### src/rtl/seq_det_pkg.sv
// ============================================================================
// Module  : seq_det_pkg
// Brief   : Elaboration-time helpers for the parameterised sequence detector:
//           KMP next-state and border computation, plus counter op encoding.
// Rev     : 1.0  initial release
// ============================================================================
`default_nettype none

package seq_det_pkg;

    localparam int MAX_PAT_W = 16;

    typedef enum logic [1:0] {
        CNT_HOLD = 2'd0,
        CNT_INC  = 2'd1,
        CNT_CLR  = 2'd2
    } cnt_op_e;

    // Pattern bit i in reception order: i = 0 is the MSB of the pattern word.
    function automatic logic pat_bit(input logic [MAX_PAT_W-1:0] pat,
                                     input int w, input int i);
        logic [MAX_PAT_W-1:0] t;
        t = pat >> (w - 1 - i);
        return t[0];
    endfunction

    // Longest proper prefix of the pattern that is also a suffix of it.
    function automatic int border(input logic [MAX_PAT_W-1:0] pat, input int w);
        int  res;
        logic ok;
        res = 0;
        for (int f = 1; f < w; f++) begin
            ok = 1'b1;
            for (int i = 0; i < f; i++) begin
                if (pat_bit(pat, w, i) != pat_bit(pat, w, w - f + i))
                    ok = 1'b0;
            end
            if (ok)
                res = f;
        end
        return res;
    endfunction

    // From state k (< w), accepting bit b: length of the longest pattern
    // prefix that is a suffix of (first k pattern bits, then b).
    function automatic int next_state(input int k, input logic b,
                                      input logic [MAX_PAT_W-1:0] pat,
                                      input int w);
        int   res;
        int   idx;
        logic ok;
        logic sbit;
        res = 0;
        for (int j = 1; j <= k + 1; j++) begin
            if (j <= w) begin
                ok = 1'b1;
                for (int i = 0; i < j; i++) begin
                    idx  = k + 1 - j + i;
                    sbit = (idx < k) ? pat_bit(pat, w, idx) : b;
                    if (sbit != pat_bit(pat, w, i))
                        ok = 1'b0;
                end
                if (ok)
                    res = j;
            end
        end
        return res;
    endfunction

endpackage

`default_nettype wire

### src/rtl/seq_detect_param_sat_counter.sv
// ============================================================================
// Module  : sat_counter
// Brief   : Saturating up-counter with synchronous clear (clear beats inc).
// Rev     : 1.0  initial release
// ============================================================================
`default_nettype none

module sat_counter
    import seq_det_pkg::*;
#(
    parameter int W = 8
) (
    input  logic         clk,
    input  logic         rst,
    input  logic         clr,
    input  logic         inc,
    output logic [W-1:0] q
);

    cnt_op_e op;

    always_comb begin
        op = CNT_HOLD;
        if (clr)
            op = CNT_CLR;
        else if (inc)
            op = CNT_INC;
    end

    always_ff @(posedge clk) begin
        if (rst) begin
            q <= '0;
        end else begin
            case (op)
                CNT_CLR: q <= '0;
                CNT_INC: if (q != {W{1'b1}}) q <= q + 1'b1;
                default: q <= q;
            endcase
        end
    end

endmodule

`default_nettype wire

### src/rtl/seq_detect_param.sv
// ============================================================================
// Module  : seq_detect_param
// Brief   : Parameterised serial pattern detector (KMP Moore FSM) with a
//           saturating match counter.
// Rev     : 1.0  initial release
// ============================================================================
`default_nettype none

module seq_detect_param
    import seq_det_pkg::*;
#(
    parameter int               PAT_W   = 4,
    parameter logic [PAT_W-1:0] PATTERN = 4'b1011,
    parameter int               OVERLAP = 1,
    parameter int               CNT_W   = 8
) (
    input  logic                       clk,
    input  logic                       rst,
    input  logic                       din,
    input  logic                       din_valid,
    input  logic                       clr_cnt,
    output logic                       y,
    output logic [CNT_W-1:0]           match_cnt,
    output logic [$clog2(PAT_W+1)-1:0] progress
);

    localparam int                   SW       = $clog2(PAT_W + 1);
    localparam int                   N_ENC    = 1 << SW;
    localparam logic [MAX_PAT_W-1:0] PAT_EXT  = MAX_PAT_W'(PATTERN);
    localparam int                   BORDER   = border(PAT_EXT, PAT_W);
    localparam logic [SW-1:0]        MATCH_ST = SW'(PAT_W);

    logic [SW-1:0] nxt_on0 [N_ENC];
    logic [SW-1:0] nxt_on1 [N_ENC];
    logic [SW-1:0] state;
    logic [SW-1:0] state_next;
    logic          enter_match;

    // Transition table built at elaboration; unused encodings fall back to S0.
    for (genvar k = 0; k < N_ENC; k++) begin : g_state
        if (k <= PAT_W) begin : g_live
            localparam int SRC = (k == PAT_W) ? ((OVERLAP != 0) ? BORDER : 0) : k;
            localparam int N0  = next_state(SRC, 1'b0, PAT_EXT, PAT_W);
            localparam int N1  = next_state(SRC, 1'b1, PAT_EXT, PAT_W);
            assign nxt_on0[k] = SW'(N0);
            assign nxt_on1[k] = SW'(N1);
        end else begin : g_unused
            assign nxt_on0[k] = '0;
            assign nxt_on1[k] = '0;
        end
    end

    always_ff @(posedge clk) begin
        if (rst)
            state <= '0;
        else
            state <= state_next;
    end

    always_comb begin
        state_next = state;
        if (din_valid)
            state_next = din ? nxt_on1[state] : nxt_on0[state];
    end

    // Counts every valid-bit entry into the match state, self-loop included.
    assign enter_match = din_valid && (state_next == MATCH_ST);

    assign y        = (state == MATCH_ST);
    assign progress = state;

    sat_counter #(
        .W (CNT_W)
    ) u_cnt (
        .clk (clk),
        .rst (rst),
        .clr (clr_cnt),
        .inc (enter_match),
        .q   (match_cnt)
    );

endmodule

`default_nettype wire

### config.mk
export PLATFORM = sky130hd
export DESIGN_NAME = seq_detect_param
export DESIGN_NICKNAME = d
export VERILOG_FILES = /design/src/rtl/seq_det_pkg.sv /design/src/rtl/seq_detect_param_sat_counter.sv /design/src/rtl/seq_detect_param.sv
export SDC_FILE = /design/constraint.sdc
export NUM_CORES = 1
export LEC_CHECK = 0
export BUFFER_PORTS_ARGS = -buffer_cell sky130_fd_sc_hd__buf_4
export CELL_PAD_IN_SITES_DETAIL_PLACEMENT = 0
export CELL_PAD_IN_SITES_GLOBAL_PLACEMENT = 1
export CORE_MARGIN = 2
export CORE_UTILIZATION = 38
export DETAILED_ROUTE_END_ITERATION = 10
export GPL_ROUTABILITY_DRIVEN = 0
export GPL_TIMING_DRIVEN = 0
export PLACE_DENSITY_LB_ADDON = 0.1
export SYNTH_ARGS = -nofsm -noshare
export SYNTH_HDL_FRONTEND = slang
export SYNTH_SLANG_ARGS = --single-unit
### constraint.sdc
create_clock -name clk -period 2.85 [get_ports clk]
set_input_delay 0.285 -clock clk [delete_from_list [all_inputs] [get_ports clk]]
set_output_delay 0.285 -clock clk [all_outputs]
set_load 0.005 [all_outputs]
==> results.txt <==
Register area share after synthesis - 0.371
Global-route wire length before repair - 2.19 mm
Post-DP HPWL - 905 um
Worst setup SP type - flip-flop
Power Density - 380 mW/mm^2
Final setup vio count - 0
TNS Setup - 0 ps
Residual DRC - 0
Flop pwr share - 0.549
Drt first pass iters - 5
Clock skew - 8.14 ps
Sw power - 0.0666 mW
Total congestion overflow - 0
Kind of critical path - flip-flop to flip-flop
I/O Pins - 17
Post-Layout Inst Area - 761 um^2
Cell variety after synth - 29
Root Driver - clkbuf_4
Initial Utilization - 0.399
Routed len/inst - 11.7 um
WP buf/inv - 0
Critical Path Max Stage Delay - 400 ps
Commonest non-fill, non-tap cell in the layout - buf_4
Worst Tran Pin Value - 410 ps
Layout area overhead - 28.0%
DR iter-0 viols - 11
Layout cells sized above 1 - 0.244
Worst slew margin - 0.727
Type of the tightest min-delay check - input pin to flip-flop
Post-synthesis cell count - 70
Total track usage - 0.159
Max-slew violations - 0
Final wirelength - 1.25 mm
Most frequent cells in the layout - 17 x buf_4, 11 x dfxtp_1, 9 x nor2_1
Final Hold Vio Count - 0
Slowest CP cell - dfxtp_1
I/O Buffers - 16
H-tree depth - 1
FILL cells - 157
Top cells by area, synth - dfxtp_1 37%, mux2i_1 8.4%, nor2_1 5.7%
Yosys top cell area share - 0.371
Mapped Avg Cell Area - 8.49 um^2
Post-DRT Antenna Nets - 0
# nets final - 97
Die area - 0.00190 mm^2
Outcome - finished clean
Fmax - 0.675 GHz
Combinational power share - 0.080
CP top delay family - flip-flops
Crit-path cells - ha_1 -> nand3_1 -> o211ai_4 -> mux2i_1 -> nor2_1
FF+latch count, synth - 11
Total CTS buffers - 3
Post-Syn Nets - 76
Die height - 43.5 um
Clock power share - 0.371
Vias per inst - 5.29
Synthesized cell area - 594 um^2
Post-synth top area cell - dfxtp_1
Max VDD drop - 0.000191 V
Largest net degree at the start of global routing - 11
Vias in the first global route - 500
Rows - 14
Crit path capture type - flip-flop
Clock Path Buffers - 2
Antenna cells - 0
Internal Power - 0.222 mW
Pleak - 0.331 nW
R2r setup slk - 1370 ps
Post-CTS setup buffer count - 0
MaxCap Viol Count - 0
Initial antenna violation count - 0
Tmin final - 1480 ps
Core area - 0.00149 mm^2
CTS Hold Buffers Added - 0
Clk_lat worst skew - 270 ps
Worst-path maximum fanout - 6
RSZ-0062 raised after global routing - no
Via count - 561
Period utilisation layout - 0.520
# resized after CTS - 0
TritonCTS Sinks - 11
Clock slew at reported path FFs - 70 ps
Worst Path Arrival - 1630 ps
Switch share - 0.231
YS warnings - 0
Placed instance area - 734 um^2
DIE WIDTH - 43.5 um
TritonCTS clock tree - yes
Worst Path Required - 3000 ps
[logic make-up (layout without fill, tap and decap cells)]
kind of cell / count (synthesis) / after routing / synth area share
mux: 5 / 5 / 0.0842
compound gates: 12 / 12 / 0.137
fa+ha+maj: 1 / 1 / 0.0210
flops: 11 / 11 / 0.371
simple gates: 35 / 35 / 0.335
xor+xnor: 1 / 1 / 0.0147
buf+inv: 5 / 25 / 0.0379
[metrics by stage]
stage | instances | util | worst slack [ps] | hold WS [ps] | total power [mW]
final | 106 | 0.511 | 1370 | 185 | 0.289
after floorplan | 70 | - | 1490 | 354 | 0.174
after global routing | 106 | 0.511 | 1220 | 198 | 0.304
after CTS | 106 | 0.511 | 1350 | 189 | 0.292
after global placement | 102 | 0.493 | 1380 | 474 | 0.185
after detailed placement | 102 | 0.493 | 1360 | 476 | 0.186
[registers in the layout, indices dropped and copies added (netlist names)]
register / count
progress: 3
u_cnt.q: 8
[Yosys cell counts (all sizes together)]
| cell | instances |
|---|---|
| or3 | 2 |
| nor3b | 2 |
| or2 | 1 |
| buf | 2 |
| and3 | 3 |
| nand3b | 2 |
| ha | 1 |
| or2b | 2 |
| a21oi | 5 |
| xor2 | 1 |
| nor3 | 1 |
| dfxtp | 11 |
| and4b | 1 |
| mux2i | 5 |
| nor2 | 9 |
| a221oi | 1 |
| a31oi | 1 |
| inv | 2 |
| nand4b | 1 |
| o21ai | 4 |
| clkbuf | 1 |
| nand2 | 3 |
| nand2b | 1 |
| o211ai | 1 |
| and4 | 1 |
| nand4 | 2 |
| nand3 | 4 |
[power groups by stage]
stage               clock [mW]  combinational, mW  sequential (mW)
floorplan                    0             0.0125            0.162
global placement             0             0.0232            0.162
detailed placement           0             0.0236            0.162
CTS                      0.110             0.0237            0.158
global route             0.118             0.0269            0.159
finish                   0.107             0.0232            0.158
[path summary, 6_finish.rpt]
path,startpoint,endpoint,cells past startpoint
worst max-delay path,u_cnt.q[0],u_cnt.q[1],5
worst min-delay path,rst,progress[1],2
worst max register to register,u_cnt.q[0],u_cnt.q[1],5
worst min register to register,u_cnt.q[7],u_cnt.q[7],2
[cell type report]
type | instances | area, um^2 | share of cell area
Multi-Input combinational cell | 54 | 352 | 0.462
Sequential cell | 11 | 220 | 0.289
Timing Repair Buffer | 16 | 120 | 0.158
Clock buffer | 4 | 26.3 | 0.0345
Tap cell | 16 | 20.0 | 0.0263
Buffer | 3 | 15.0 | 0.0197
Inverter | 2 | 7.51 | 0.00987
[routing by layer]
metal / part of all wire / GRT usage / vias up
met1: 0.48 / 0.195 / 251
met5: 0 / 0 / -
met2: 0.47 / 0.253 / 10
met3: 0.044 / 0.0250 / 2
met4: 0.010 / 0.109 / 0
li1: - / - / 298
Power figures use the tool's default switching activity.
